===== src/rtl/score_keeper_if.sv =====
// Frame-update bus between the note-judgement path and the score keeper.
// The judgement side (master) drives the frame strobe and per-lane counts; the score keeper (slave) drives HUD status.
interface score_keeper_if #(
    parameter int LANES    = 4,
    parameter int CNT_W    = 4,
    parameter int SCORE_W  = 16,
    parameter int COMBO_W  = 10,
    parameter int MULT_MAX = 4
);
    localparam int MULT_W = $clog2(MULT_MAX + 1);

    logic                     frame_clk;
    logic                     pause;
    logic [LANES*CNT_W-1:0]   hit;
    logic [LANES*CNT_W-1:0]   miss;
    logic [SCORE_W-1:0]       score;
    logic [COMBO_W-1:0]       combo;
    logic [COMBO_W-1:0]       max_combo;
    logic [MULT_W-1:0]        mult;
    logic                     update;

    modport master (
        output frame_clk, pause, hit, miss,
        input  score, combo, max_combo, mult, update
    );

    modport slave (
        input  frame_clk, pause, hit, miss,
        output score, combo, max_combo, mult, update
    );
endinterface


===== src/rtl/score_keeper.sv =====
// Per-frame score accumulator: captures summed lane counts on a frame_clk rising edge,
// commits score/combo/multiplier on the following clock.
module score_keeper #(
    parameter int LANES      = 4,
    parameter int CNT_W      = 4,
    parameter int SCORE_W    = 16,
    parameter int COMBO_W    = 10,
    parameter int COMBO_STEP = 64,
    parameter int MULT_MAX   = 4,
    parameter int MISS_PEN   = 1
) (
    input logic           Clk,
    input logic           reset,
    score_keeper_if.slave bus
);
    localparam int SUM_W   = CNT_W + $clog2(LANES);
    localparam int MULT_W  = $clog2(MULT_MAX + 1);
    localparam int RAW_W   = SCORE_W + 8;
    localparam int STEP_W  = $clog2(COMBO_STEP + LANES * (2**CNT_W - 1) + 1);
    localparam int CACC_W  = ((COMBO_W > SUM_W) ? COMBO_W : SUM_W) + 1;

    localparam logic [SCORE_W-1:0] SCORE_MAX = '1;
    localparam logic [COMBO_W-1:0] COMBO_MAX = '1;

    logic                 frame_clk_delayed;
    logic                 frame_edge;
    logic [SUM_W-1:0]     hit_sum, miss_sum;
    logic [SUM_W-1:0]     hit_q, miss_q;
    logic                 valid_q;

    logic [SCORE_W-1:0]   score_r, score_next;
    logic [COMBO_W-1:0]   combo_r, combo_next;
    logic [COMBO_W-1:0]   max_r, max_next;
    logic [MULT_W-1:0]    mult_r, mult_next;
    logic [STEP_W-1:0]    step_cnt, step_next;
    logic                 update_r;

    logic signed [RAW_W-1:0] raw;
    logic [CACC_W-1:0]       combo_acc;
    logic [STEP_W-1:0]       step_acc;

    assign frame_edge = bus.frame_clk & ~frame_clk_delayed & ~reset & ~bus.pause;

    always_comb begin
        hit_sum  = '0;
        miss_sum = '0;
        for (int i = 0; i < LANES; i++) begin
            hit_sum  = hit_sum  + SUM_W'(bus.hit[i*CNT_W +: CNT_W]);
            miss_sum = miss_sum + SUM_W'(bus.miss[i*CNT_W +: CNT_W]);
        end
    end

    // Scoring always uses the multiplier in force before this frame, even on a miss frame.
    always_comb begin
        raw = RAW_W'(score_r) + RAW_W'(hit_q) * RAW_W'(mult_r)
            - RAW_W'(miss_q) * RAW_W'(MISS_PEN);
        if (raw[RAW_W-1])
            score_next = '0;
        else if (raw[RAW_W-2:0] > (RAW_W-1)'(SCORE_MAX))
            score_next = SCORE_MAX;
        else
            score_next = raw[SCORE_W-1:0];

        combo_acc = CACC_W'(combo_r) + CACC_W'(hit_q);
        step_acc  = STEP_W'(step_cnt) + STEP_W'(hit_q);
        combo_next = combo_r;
        step_next  = step_cnt;
        mult_next  = mult_r;
        if (miss_q != '0) begin
            combo_next = '0;
            step_next  = '0;
            mult_next  = MULT_W'(1);
        end else begin
            combo_next = (combo_acc > CACC_W'(COMBO_MAX)) ? COMBO_MAX : combo_acc[COMBO_W-1:0];
            if (step_acc >= STEP_W'(COMBO_STEP)) begin
                step_next = step_acc - STEP_W'(COMBO_STEP);
                mult_next = (mult_r == MULT_W'(MULT_MAX)) ? mult_r : mult_r + MULT_W'(1);
            end else begin
                step_next = step_acc;
            end
        end
        max_next = (combo_next > max_r) ? combo_next : max_r;
    end

    always_ff @(posedge Clk) begin
        frame_clk_delayed <= bus.frame_clk;
        if (reset) begin
            valid_q  <= 1'b0;
            hit_q    <= '0;
            miss_q   <= '0;
            score_r  <= '0;
            combo_r  <= '0;
            max_r    <= '0;
            mult_r   <= MULT_W'(1);
            step_cnt <= '0;
            update_r <= 1'b0;
        end else begin
            valid_q  <= frame_edge;
            update_r <= valid_q;
            if (frame_edge) begin
                hit_q  <= hit_sum;
                miss_q <= miss_sum;
            end
            if (valid_q) begin
                score_r  <= score_next;
                combo_r  <= combo_next;
                max_r    <= max_next;
                mult_r   <= mult_next;
                step_cnt <= step_next;
            end
        end
    end

    assign bus.score     = score_r;
    assign bus.combo     = combo_r;
    assign bus.max_combo = max_r;
    assign bus.mult      = mult_r;
    assign bus.update    = update_r;
endmodule

===== src/flat_wrapper.sv =====
// flat-port wrapper written by rule: the top's interface ports become plain ports
module score_keeper_flat 
#(
    parameter int LANES      = 4,
    parameter int CNT_W      = 4,
    parameter int SCORE_W    = 16,
    parameter int COMBO_W    = 10,
    parameter int COMBO_STEP = 64,
    parameter int MULT_MAX   = 4,
    parameter int MISS_PEN   = 1
)
  (Clk, reset, bus_frame_clk, bus_pause, bus_hit, bus_miss, bus_score, bus_combo, bus_max_combo, bus_mult, bus_update);
  score_keeper_if #(.LANES(LANES), .CNT_W(CNT_W), .SCORE_W(SCORE_W), .COMBO_W(COMBO_W), .MULT_MAX(MULT_MAX)) bus_i ();
  input logic Clk;
  input logic reset;
  input wire logic [$bits(bus_i.frame_clk)-1:0] bus_frame_clk;
  input wire logic [$bits(bus_i.pause)-1:0] bus_pause;
  input wire logic [$bits(bus_i.hit)-1:0] bus_hit;
  input wire logic [$bits(bus_i.miss)-1:0] bus_miss;
  output wire logic [$bits(bus_i.score)-1:0] bus_score;
  output wire logic [$bits(bus_i.combo)-1:0] bus_combo;
  output wire logic [$bits(bus_i.max_combo)-1:0] bus_max_combo;
  output wire logic [$bits(bus_i.mult)-1:0] bus_mult;
  output wire logic [$bits(bus_i.update)-1:0] bus_update;
  assign bus_i.frame_clk = bus_frame_clk;
  assign bus_i.pause = bus_pause;
  assign bus_i.hit = bus_hit;
  assign bus_i.miss = bus_miss;
  assign bus_score = bus_i.score;
  assign bus_combo = bus_i.combo;
  assign bus_max_combo = bus_i.max_combo;
  assign bus_mult = bus_i.mult;
  assign bus_update = bus_i.update;
  score_keeper #(.LANES(LANES), .CNT_W(CNT_W), .SCORE_W(SCORE_W), .COMBO_W(COMBO_W), .COMBO_STEP(COMBO_STEP), .MULT_MAX(MULT_MAX), .MISS_PEN(MISS_PEN)) u_core (.Clk(Clk), .reset(reset), .bus(bus_i));
endmodule

===== config.mk =====
export PLATFORM = sky130hd
export DESIGN_NAME = score_keeper_flat
export DESIGN_NICKNAME = d
export VERILOG_FILES = /design/src/rtl/score_keeper_if.sv /design/src/rtl/score_keeper.sv /design/src/flat_wrapper.sv
export SDC_FILE = /design/constraint.sdc
export NUM_CORES = 1
export LEC_CHECK = 0
export CORE_UTILIZATION = 40
export CTS_CLUSTER_DIAMETER = 200
export DETAILED_ROUTE_END_ITERATION = 10
export GPL_TIMING_DRIVEN = 0
export PLACE_DENSITY_LB_ADDON = 0.05
export SLEW_MARGIN = 15
export SYNTH_ARGS = -nofsm -noshare
export SYNTH_HDL_FRONTEND = slang
export SYNTH_SLANG_ARGS = --single-unit

===== constraint.sdc =====
create_clock -name Clk -period 4.6 [get_ports Clk]
set_input_delay 0.92 -clock Clk [delete_from_list [all_inputs] [get_ports Clk]]
set_output_delay 0.92 -clock Clk [all_outputs]
set_load 0.05 [all_outputs]

== Word-level counts from Yosys, hierarchy flattened ==
Cells that the tools add are included.

* Bits in registers: 61
* Output and inout bits: 40
* Word-level logic and storage cells: 48
* Bits of input ports: 36

* Multiply operators: 1
* Equality and inequality tests: 2
* Bitwise gates (word level): 6
* Multiplexer cells: 9
* Reductions and logical operators: 4
* Add/subtract/negate cells: 12
* Order comparisons: 4

{| class="wikitable"
|+ Operator list
! kind !! count
|-
| 16-bit two-way mux || 2
|-
| 6-bit by 4-bit adder with 6-bit output || 4
|-
| 24-bit by 6-bit subtractor with 24-bit output || 1
|-
| 23-bit by 16-bit greater-than comparator with 1-bit output, second input constant || 1
|-
| 10-bit two-way mux || 2
|-
| 16-bit by 9-bit adder with 17-bit output || 1
|-
| 7-bit two-way mux || 2
|-
| 10-bit by 6-bit adder with 11-bit output || 1
|-
| 11-bit by 10-bit greater-than comparator with 1-bit output, second input constant || 1
|-
| 4-bit by 4-bit adder with 5-bit output || 2
|-
| 10-bit greater-than comparator || 1
|-
| 6-bit by 3-bit multiplier with 9-bit output || 1
|-
| 3-bit two-way mux || 3
|-
| 7-bit by 6-bit adder with 7-bit output || 1
|-
| 7-bit >= comparator, second input constant || 1
|-
| 7-bit subtractor, second input constant || 1
|-
| 6-bit nonzero test || 1
|-
| 3-bit by 1-bit adder with 3-bit output, second input constant || 1
|-
| 1-bit AND || 3
|-
| 3-bit equality test, second input constant || 1
|-
| 1-bit inverter || 3
|-
| 3-bit AND reduction || 1
|-
| 2-bit by 1-bit inequality test with 1-bit output, second input constant || 1
|-
| 2-bit AND reduction || 1
|-
| 2-bit nonzero test || 1
|}

== Depth between registers and ports, before layout ==
Gate-level depths: netlist (run 1).

* Word-level depth: 6
* Depth in mapped cells: 19
* Mapped depth without buffers: 18

== Least setup slack after synthesis (run 1) ==
OpenSTA, ideal clock, no wires.

* Kind: reg-to-reg
* From: register u_core.mult_r[2], in the netlist u_core.bus.mult[2]
* To: register u_core.score_r[14], in the netlist u_core.bus.score[14]
* Clock period less this slack: 4.781 ns
* Data required time: 4.473 ns
* Data arrival time: 4.654 ns
* Library setup time: 0.127 ns
* Buffers on the path: 1
* Stages on the path, launching flop included: 18
* Setup slack: -0.181 ns
* Cell sequence: dfxtp_1 > nand2_1 > fa_1 > inv_1 > fa_1 > inv_1 > fa_1 > inv_1 > ha_1 > nor2b_1 > o21ai_0 > a21boi_0 > o21ai_0 > o2111ai_1 > nor3b_1 > o21ba_2 > buf_4 > o211ai_1

* Longest elaborated chain between the ends: 6

{| class="wikitable"
|+ RTL lines
! item !! RTL line !! source
|-
| from (decl) || score_keeper.sv:34 || <nowiki>logic [MULT_W-1:0] mult_r, mult_next;</nowiki>
|-
| from (signal assigned) || score_keeper.sv:108 || <nowiki>mult_r <= mult_next;</nowiki>
|-
| 6-bit by 3-bit multiplier with 9-bit output (*) || score_keeper.sv:55 || <nowiki>raw = RAW_W'(score_r) + RAW_W'(hit_q) * RAW_W'(mult_r)</nowiki>
|-
| 16-bit by 9-bit adder with 17-bit output (*) || score_keeper.sv:55 ||
|-
| 24-bit by 6-bit subtractor with 24-bit output (*) || score_keeper.sv:56 || <nowiki>- RAW_W'(miss_q) * RAW_W'(MISS_PEN);</nowiki>
|-
| 23-bit by 16-bit greater-than comparator with 1-bit output || score_keeper.sv:59 || <nowiki>else if (raw[RAW_W-2:0] > (RAW_W-1)'(SCORE_MAX))</nowiki>
|-
| 16-bit two-way mux || score_keeper.sv:59 ||
|-
| 16-bit two-way mux (*) || score_keeper.sv:57 || <nowiki>if (raw[RAW_W-1])</nowiki>
|-
| to (signal assigned) || score_keeper.sv:105 || <nowiki>score_r <= score_next;</nowiki>
|-
| to (decl) || score_keeper.sv:31 || <nowiki>logic [SCORE_W-1:0] score_r, score_next;</nowiki>
|}

Mark *: on every way between the ends. The rest lies on a longest branch, timed or not.
A chain may end at the register's enable or synchronous reset.

== Worst setup path after layout (run 1) ==
* From: register u_core.hit_q[2]
* To: register u_core.score_r[14], in the netlist u_core.bus.score[14]

* Longest elaborated chain between the ends: 6

{| class="wikitable"
|+ RTL lines
! item !! RTL line !! source
|-
| from (decl) || score_keeper.sv:28 || <nowiki>logic [SUM_W-1:0] hit_q, miss_q;</nowiki>
|-
| from (signal assigned) || score_keeper.sv:101 || <nowiki>hit_q <= hit_sum;</nowiki>
|-
| 6-bit by 3-bit multiplier with 9-bit output (*) || score_keeper.sv:55 ||
|-
| 16-bit by 9-bit adder with 17-bit output (*) || score_keeper.sv:55 ||
|-
| 24-bit by 6-bit subtractor with 24-bit output (*) || score_keeper.sv:56 ||
|-
| 23-bit by 16-bit greater-than comparator with 1-bit output || score_keeper.sv:59 ||
|-
| 16-bit two-way mux || score_keeper.sv:59 ||
|-
| 16-bit two-way mux (*) || score_keeper.sv:57 ||
|}

Marks and branches as above.

==> metrics.yaml, run 1 <==
outcome:
  status: "finished, final reports clean"
drt:
  wirelength_um: 13800
  antenna_left: 0
  route.detailed.drc: 0
  drt-pass1-iter-count: 5
  drt_iter0_drc: 281
  via_count: 4835
  post_drt_wl_per_cell_um: 15.0
  viasPerCell: 5.24
finish:
  antennaDiodeCount: 0
  final_area_um2: 6920
  n_fill_cell: 1193
  layout-drive-gt1-share_pct: 9.85
  multi_input_area_um2: 3820
  final_core_util_pct: 54.1
  stdcell_count: 923
  nNetsFinal: 866
  syn_to_final_growth_pct: 30.2
  regArea_um2: 1250
worst_setup_path:
  worst_setup_path_end_kind: "register"
  path_cells: "nand2_2 > fa_1 > inv_1 > fa_1 > inv_2 > fa_2 > inv_2 > ha_4 > o21a_1 > o31a_1 > o31a_1 > a211o_1 > o211ai_1 > nor4b_2 > o21ba_4 > buf_8 > o211ai_1"
  path_delay_family: "adder cells"
  crit_buf_inv: 4
  startpoint_type: "register"
  cp_slowest_stage_delay_ps: 530
  cp_max_fo: 5
  cp_slowest_cell: "fa_1"
  critical_path_class: "register to register"
  cp_data_arrival_time_ps: 4650
  cp.required_ps: 4820
yosys:
  synth_edf_count: 0
  ys_seq_elements: 61
  syn_nets: 761
  synth_commonest_cells: "90 x inv_1, 61 x dfxtp_1, 58 x ha_1, 48 x nor2_1, 46 x a21oi_1"
  syn_avg_cell_area_um2: 8.29
  synth.yosys.seq_area_share_pct: 23.0
  yosysMostFrequentCell: "inv_1"
  yosys.area.top_type: "dfxtp_1"
  synth_warnings: 0
  yosysUniqueCellTypes: 55
  synth_cells: 641
  synth_area_leaders: "dfxtp_1 23%, ha_1 14%, fa_1 9.8%, inv_1 6.4%, a21oi_1 4.3%"
  ys.flop_type: "dfxtp_1"
  synthesis.area_um2: 5310
  yosys.area.top_type_share_pct: 23.0
  synth-async-reset-ratio_pct: 0
timing:
  fmax_ghz: 0.226
  period_share_pct: 96.4
  setup_viol: 0
  hold_ws_ps: 469
  drv_slew: 0
  fin_crit_ps: 4430
  hold_violations: 0
  fin_skew_ps: 7.18
  setup_ws_ps: 166
  tightest_slew_ps: 700
  slew_headroom_pct: 52.8
  setup_tns_ps: 0
power:
  power_leakage_nw: 3.09
  p_per_area_nw_per_um2: 302
  power_mw: 2.09
  ir_drop_mv: 0.218
placed_design:
  dp_cells: 887
  pre_cts_slack_ps: -783
  dpl.hpwl_um: 10500
  numPortBuffers: 74
  globalplace.congestion: 0.823
  place_area_um2: 6270
floorplan:
  initial_utilization_pct: 41.6
  core_area_um2: 12800
  io_pins: 76
  die_y_um: 117
  die_width_um: 117
  dieArea_um2: 13700
  core.rowCount: 41
global_route:
  antenna_found_initial: 0
  grt_max_degree: 12
  grt_pass1_vias: 4703
  grt_pass1_wl_um: 22300
  grtUsageTotal_pct: 21.5
  overflow: 0
clocking:
  worstSkewPairLatency_ps: 340
  cts-root-buf: "clkbuf_16"
  cts_made_buffers: 9
  htree_levels: 3
  cts_hold_buf: 0
  clk_pin_slew_worst_paths_ps: 50
  clock-sinks: 61
  cts_buffer_depth: 2
  cts_tree: "yes"
job:
  drv_cap: 0
min_path:
  min_path_type: "register to register"
[layout make-up]
cell class | instances | area share (%)
multi-input combinational | 470 | 55.2
sequential | 61 | 18.0
timing repair buffer | 94 | 13.5
inverter | 92 | 4.99
clock buffer | 10 | 3.31
tap | 172 | 3.11
buffer | 18 | 1.32
clock inverter | 6 | 0.579
[worst register-to-register path, delay by kind of cell, from the launching register on]
kind                     cells  cell delay [ps]
flip-flops                   1              380
AND/OR/NAND/NOR              2              160
adder cells (fa/ha/maj)      4             1800
AO/OA/AOI/OAI                7             1690
buffers and inverters        4              300
[report_power, final]
group	internal (mW)	leakage, nW	switching [mW]
registers	0.552	0.498	0.0306
logic	0.392	2.46	0.496
clock network	0.363	0.132	0.254
total	1.31	3.09	0.780
[placed cells by master, fill, tap and decap left out, drive strengths merged, types with 5 or more instances in the layout]
master,count
a211oi,6
and2,19
clkbuf,24
buf,24
mux2i,18
a31oi,5
a21oi,46
nand3,22
nor3,6
fa,26
nand2,43
o211ai,15
clkdlybuf4s50,74
o21a,9
xor2,5
inv,90
o21ai,20
xnor2,21
a21o,25
a211o,7
nor2,48
dfxtp,61
clkinv,7
or3,7
o21bai,5
ha,58
a22oi,7
[flip-flops by register name, summed over array words and instances, names as in the netlist, 3 cells and up]
name and count:
u_core.bus.combo 10, u_core.bus.max_combo 10, u_core.bus.score 16, u_core.step_cnt 7, u_core.miss_q 6, u_core.hit_q 6, u_core.bus.mult 3
[per-layer routing]
metal  track usage (%)  vias to the layer above  part of all wire (%)
met5                 0                        -                     0
met4              7.85                        0                   1.7
met3              4.58                       22                   3.0
met2              38.0                       93                    51
met1              25.5                     2294                    44
li1                  -                     2426                     -
[what timing repair did]
action	in CTS	in global routing
endpoints found under the setup margin	17	25
gates resized for setup	18	30
gates cloned	0	1
pin swaps	3	13
buffers inserted	3	16
[path summary, 6_finish.rpt]
check	depth (start not counted)	slack [ps]	end	start
max	17	170	u_core.bus.score[14]	u_core.hit_q[2]
min	2	470	u_core.step_cnt[3]	u_core.step_cnt[3]
max reg2reg	17	170	u_core.bus.score[14]	u_core.hit_q[2]
min reg2reg	2	470	u_core.step_cnt[3]	u_core.step_cnt[3]
[cell families (layout without fill, tap and decap cells)]
logic type	after synthesis	count (layout)	synth area share [%]
xor gates and xnor gates	26	26	4.29
and+or+nand+nor	172	172	16.0
DFF	61	61	23.0
AOI/OAI and AO/OA	170	170	22.0
adders and majority gates	84	84	23.5
buffers and inverters	110	220	7.92
muxes	18	18	3.39
(Power assumes the default switching activity.)
==> run 2: changes to the inputs <==
--- a/config.mk
+++ b/config.mk
@@ -5,6 +5,8 @@
 export SDC_FILE = /design/constraint.sdc
 export NUM_CORES = 1
 export LEC_CHECK = 0
+export ABC_CLOCK_PERIOD_IN_PS = 4600
+export CORE_ASPECT_RATIO = 1.5
 export CORE_UTILIZATION = 40
 export CTS_CLUSTER_DIAMETER = 200
 export DETAILED_ROUTE_END_ITERATION = 10
==> metrics.yaml, run 2 (same netlist as run 1, synthesis figures left out) <==
global_route:
  grt_max_degree: 12  # unchanged
  grt_use_met2_pct: 40.0  # +2.1 points
  grt.busiest_layer: "met2"
  grt_pass1_vias: 4791  # +1.9%
  grtUsageTotal_pct: 21.6  # +0.14 points
  use_met1_pct: 23.7  # -1.8 points
  grtUsageMet3_pct: 3.04  # -1.5 points
  antenna_found_initial: 0  # unchanged
  grt_pass1_wl_um: 22500  # +0.90%
  overflow: 0  # unchanged
worst_setup_path:
  cp_slowest_stage_delay_ps: 540  # about the same
  r2r_cells: 17  # unchanged
  critical_path_class: "register to register"
  critPathLaunch: "u_core.bus.mult[0]"
  cp_slowest_cell: "fa_1"
  cp_data_arrival_time_ps: 4670  # +20 ps
  path_cells: "nand2_2 > fa_1 > inv_1 > fa_1 > inv_2 > fa_2 > inv_2 > ha_4 > o21a_1 > o31a_1 > o31a_1 > a211o_1 > o211ai_1 > nor4b_4 > o21ba_4 > buf_8 > o211ai_1"
  reg2reg_from: "u_core.bus.mult[0]"
  worst_setup_path_end_kind: "register"
  cp_max_fo: 6  # +1
  cp.required_ps: 4820  # about the same
  startpoint_type: "register"
  rr_endpoint: "u_core.bus.score[14]"
  rrSetupSlack_ps: 140  # -20 ps
power:
  combPwrFrac_pct: 43.0  # +0.5 points
  p_per_area_nw_per_um2: 309  # +2.5%
  p_clk_share_pct: 29.7  # +0.2 points
  seqPwrFrac_pct: 27.3  # -0.6 points
  ir_drop_mv: 0.186  # -15%
  p_int_mw: 1.35  # +3.3%
  p_sw_mw: 0.782  # +0.27%
  power_leakage_nw: 3.07  # -0.60%
  p_sw_share_pct: 36.7  # -0.70 points
placed_design:
  numPortBuffers: 74  # unchanged
  pre_cts_slack_ps: -900  # -117 ps
  globalplace.congestion: 0.828  # +0.61%
  dpl.hpwl_um: 10800  # +3.3%
  dp_cells: 874  # -1.5%
finish:
  layout_common_cells: "88 x inv_1, 74 x clkdlybuf4s50_1, 55 x ha_1, 54 x dfxtp_1, 48 x nor2_1"
  antennaDiodeCount: 0  # unchanged
  syn_to_final_growth_pct: 29.8
  stdcell_count: 909  # -1.5%
  final_common_cell: "inv_1"
  layout-drive-gt1-share_pct: 9.87  # +0.013 points
  nNetsFinal: 867  # +0.12%
  largest_register_ffs: 16  # unchanged
clocking:
  clock-sinks: 61  # unchanged
  worstSkewPairLatency_ps: 330  # about the same
  cts_hold_buf: 0  # unchanged
  cts_buffer_depth: 2  # unchanged
  clk_pin_slew_worst_paths_ps: 60  # about the same
  cts_made_buffers: 9  # unchanged
  cts_tree: "yes"
  cts-root-buf: "clkbuf_16"
  htree_levels: 3  # unchanged
timing:
  fin_skew_ps: 12.5  # +5.30 ps
  tightest_slew_ps: 982  # +282 ps
  rsz0062_at_grt: "yes"
  drv_slew: 0  # unchanged
  fin_crit_ps: 4460  # +21.3 ps
  slew_headroom_pct: 33.6  # -19 points
  fmax_ghz: 0.224  # -0.48%
  setup_viol: 0  # unchanged
  period_share_pct: 96.9  # +0.46 points
  hold_violations: 0  # unchanged
  setup_ws_ps: 145  # -21.3 ps
floorplan:
  io_pins: 76  # unchanged
  dieArea_um2: 13800  # about the same
  die_width_um: 96.1  # -18%
  die_y_um: 143  # +22%
  core.rowCount: 51  # +24%
  core_area_um2: 13000  # +1.4%
  initial_utilization_pct: 41.0  # -0.58 points
drt:
  drt-pass1-iter-count: 6  # +1
  wirelength_um: 14300  # +3.5%
  post_drt_wl_per_cell_um: 15.7  # +5.1%
  route.detailed.drc: 0  # unchanged
  drt_iter0_drc: 210  # -25%
  viasPerCell: 5.39  # +3.0%
  via_count: 4903  # +1.4%
  antenna_left: 0  # unchanged
outcome:
  status: "finished, final reports clean"
min_path:
  worstHoldEndpoint: "u_core.step_cnt[3]"
  holdPathStages: 2  # unchanged
  min-delay-start: "u_core.step_cnt[3]"
  min_path_type: "register to register"
job:
  drv_cap: 0  # unchanged
run 2: metrics by stage:
| step | cell area [µm²] | setup TNS, ps | utilization [%] | power, mW | hold WS [ps] |
|---|---|---|---|---|---|
| global placement | 6250 | -11800 | 48.3 | 1.37 | 443 |
| finish | 6900 | 0 | 53.2 | 2.13 | 458 |
| CTS | 6660 | 0 | 51.4 | 2.08 | 460 |
| detailed placement | 6250 | -13110 | 48.3 | 1.38 | 453 |
| floorplan | 5320 | 0 | - | 1.17 | 436 |
| global route | 6900 | -83.7 | 53.2 | 2.26 | 485 |
run 2: how the worst max path moves through the flow:
stage,to,slack [ps],depth (start not counted)
floorplan,u_core.bus.score[14],50,17
global placement,u_core.bus.score[14],-850,17
detailed placement,u_core.bus.score[14],-900,17
CTS,u_core.bus.score[14],30,17
global route,u_core.bus.score[13],-30,17
finish,u_core.bus.score[14],140,17
run 2: power groups by stage:
stage	logic [mW]	clock network, mW	registers [mW]
after global routing	1.01	0.667	0.586
final	0.917	0.632	0.583
after CTS	0.854	0.645	0.585
after global placement	0.771	0	0.596
after floorplan	0.530	0	0.644
after detailed placement	0.782	0	0.597
run 2: what timing repair did:
item,in CTS,in global routing
buffers inserted,5,15
gates cloned,0,1
setup endpoints to repair,23,19
resized for setup,21,28
pin swaps,3,13
run 2: layer usage:
layer | part of all wire, % | vias up
met3 | 3.0 | 25
met4 | 3.2 | 0
met2 | 53 | 104
met5 | 0 | -
met1 | 40 | 2333
li1 | - | 2441
run 2: worst max-delay path, delay by kind of cell, from the launching register on:
family                     cells  cell delay, ps
buffers and inverters          4             280
DFF                            1             370
and+or+nand+nor                2             150
adders and majority gates      4            1820
AOI/OAI and AO/OA              7            1720
run 2: final cells by class:
class | count | area, µm²
Inverter | 92 | 345
Clock inverter | 2 | 10.0
Buffer | 18 | 87.6
Timing Repair Buffer | 95 | 930
Tap cell | 159 | 199
Multi-Input combinational cell | 470 | 3820
Sequential cell | 61 | 1240
Fill cell | 1226 | 6060
Clock buffer | 12 | 256
==> run 3: changes to the inputs <==
--- a/config.mk
+++ b/config.mk
@@ -5,7 +5,7 @@
 export SDC_FILE = /design/constraint.sdc
 export NUM_CORES = 1
 export LEC_CHECK = 0
-export ABC_CLOCK_PERIOD_IN_PS = 4600
+export ABC_CLOCK_PERIOD_IN_PS = 5300
 export CORE_ASPECT_RATIO = 1.5
 export CORE_UTILIZATION = 40
 export CTS_CLUSTER_DIAMETER = 200
==> constraint.sdc (replaced) <==
create_clock -name Clk -period 5.3 [get_ports Clk]
set_input_delay 1.325 -clock Clk [delete_from_list [all_inputs] [get_ports Clk]]
set_output_delay 1.325 -clock Clk [all_outputs]
set_load 0.05 [all_outputs]
==> metrics.yaml, run 3 (same netlist as run 1, synthesis figures left out) <==
outcome:
  status: "finished, final reports clean"
clocking:
  postCtsResizedCells: 1  # -95%
  cts_setup_buffers: 0  # -5
  cts_made_buffers: 9  # unchanged
  clk_pin_slew_worst_paths_ps: 50  # about the same
  worstSkewPairLatency_ps: 330  # about the same
  cts_tree: "yes"
  cts_buffer_depth: 2  # unchanged
  cts-root-buf: "clkbuf_16"
  cts_hold_buf: 0  # unchanged
  htree_levels: 3  # unchanged
  clock-sinks: 61  # unchanged
timing:
  fin_crit_ps: 5050  # +594 ps
  slew_headroom_pct: 30.7  # -2.9 points
  fmax_ghz: 0.198  # -12%
  tightest_slew_ps: 1030  # +42.9 ps
  setup_ws_ps: 251  # +106 ps
  drv_slew: 0  # unchanged
  hold_ws_ps: 459  # +0.289 ps
  rsz0062_at_grt: "no"
  hold_violations: 0  # unchanged
  fin_skew_ps: 12.8  # +0.320 ps
  setup_viol: 0  # unchanged
  period_share_pct: 95.3  # -1.6 points
worst_setup_path:
  worst_setup_path_end_kind: "register"
  cp_max_fo: 10  # +4
  reg2reg_from: "u_core.bus.mult[2]"
  cp.required_ps: 5500  # +680 ps
  rr_endpoint: "u_core.bus.score[12]"
  r2r_cells: 18  # +1
  critical_path_class: "register to register"
  startpoint_type: "register"
  rrSetupSlack_ps: 250  # +110 ps
  cp_data_arrival_time_ps: 5250  # +580 ps
power:
  power_leakage_nw: 2.93  # -4.8%
  ir_drop_mv: 0.140  # -24%
  power_mw: 1.80  # -16%
  p_per_area_nw_per_um2: 274  # -11%
placed_design:
  numPortBuffers: 74  # unchanged
  pre_cts_slack_ps: -210  # +689 ps
  globalplace.congestion: 0.847  # +2.3%
  dpl.hpwl_um: 10900  # +0.37%
  dp_cells: 874  # unchanged
drt:
  drt-pass1-iter-count: 4  # -2
  via_count: 4790  # -2.3%
  antenna_left: 0  # unchanged
  post_drt_wl_per_cell_um: 15.6  # -0.74%
  drt_iter0_drc: 155  # -26%
  route.detailed.drc: 0  # unchanged
  wirelength_um: 13900  # -2.8%
  viasPerCell: 5.38  # -0.22%
global_route:
  antenna_found_initial: 0  # unchanged
  grt_max_degree: 12  # unchanged
  grt_pass1_wl_um: 22500  # about the same
  overflow: 0  # unchanged
  grt_pass1_vias: 4834  # +0.90%
  grtUsageTotal_pct: 21.5  # -0.14 points
finish:
  antennaDiodeCount: 0  # unchanged
  nNetsFinal: 846  # -2.4%
  final_core_util_pct: 50.6  # -2.6 points
  syn_to_final_growth_pct: 23.5
  n_fill_cell: 1309  # +6.8%
  layout-drive-gt1-share_pct: 3.69  # -6.2 points
  layout_common_cells: "90 x inv_1, 74 x clkdlybuf4s50_1, 60 x dfxtp_1, 58 x ha_1, 48 x nor2_1"
  final_common_cell: "inv_1"
  stdcell_count: 890  # -2.1%
  largest_register_ffs: 16  # unchanged
floorplan:
  die_y_um: 143  # unchanged
  die_width_um: 96.1  # unchanged
  dieArea_um2: 13800  # unchanged
  core.rowCount: 51  # unchanged
  core_area_um2: 13000  # unchanged
  io_pins: 76  # unchanged
  initial_utilization_pct: 41.0  # unchanged
min_path:
  holdPathStages: 2  # unchanged
  min-delay-start: "u_core.step_cnt[3]"
  worstHoldEndpoint: "u_core.step_cnt[3]"
  min_path_type: "register to register"
job:
  drv_cap: 0  # unchanged
run 3: cell types whose count changed in the layout (fill, tap and decap cells not counted), sizes merged:
cell / previous run / this run
buf: 25 / 5
bufinv: 0 / 1
clkinvlp: 0 / 1
clkbuf: 26 / 25
run 3: final cells by class:
type | count | area, µm² | share of cell area (%)
clock buffer | 12 | 246 | 3.76
clock inverter | 4 | 47.5 | 0.725
tap | 159 | 199 | 3.03
timing repair buffer | 74 | 741 | 11.3
multi-input combinational | 470 | 3680 | 56.2
sequential | 61 | 1220 | 18.6
buffer | 18 | 75.1 | 1.14
inverter | 92 | 345 | 5.26
run 3: power by group:
part	leakage [nW]	switching, mW	internal, mW	total [mW]
Combinational	2.29	0.402	0.292	0.693
Sequential	0.494	0.0276	0.481	0.508
Clock	0.143	0.219	0.376	0.595
Total	2.93	0.648	1.15	1.80
run 3: worst max-delay path, stage by stage (launching register included):
cell,delay (ps)
dfxtp_1,530
nand2_1,150
fa_1,550
inv_1,50
fa_1,530
inv_1,70
fa_1,460
nand2b_1,210
nand2b_1,90
a21oi_1,70
xnor2_1,130
ha_1,310
o21a_1,120
o31a_1,150
a211oi_2,410
o211ai_1,330
o21ai_2,500
or3_1,180
o211ai_1,80
run 3: routing by layer:
layer	vias to the layer above	track usage, %	part of all wire, %
li1	2393	-	-
met1	2285	23.1	41
met2	91	41.0	54
met3	21	3.51	2.5
met4	0	7.23	2.3
met5	-	0	0
run 3: through the flow:
stage / TNS, ps / area (µm²)
global placement: -996 / 6250
detailed placement: -1680 / 6250
global route: 0 / 6560
floorplan: 0 / 5310
finish: 0 / 6560
CTS: 0 / 6550
run 3: worst max-delay path by stage:
stage,start,endpoint,slack (ps)
after floorplan,u_core.bus.mult[2],u_core.bus.score[14],520
after global placement,u_core.hit_q[1],u_core.bus.score[14],-140
after detailed placement,u_core.hit_q[1],u_core.bus.score[14],-210
after CTS,u_core.hit_q[1],u_core.bus.score[14],30
after global routing,u_core.bus.mult[2],u_core.bus.score[14],30
final,u_core.bus.mult[2],u_core.bus.score[12],250
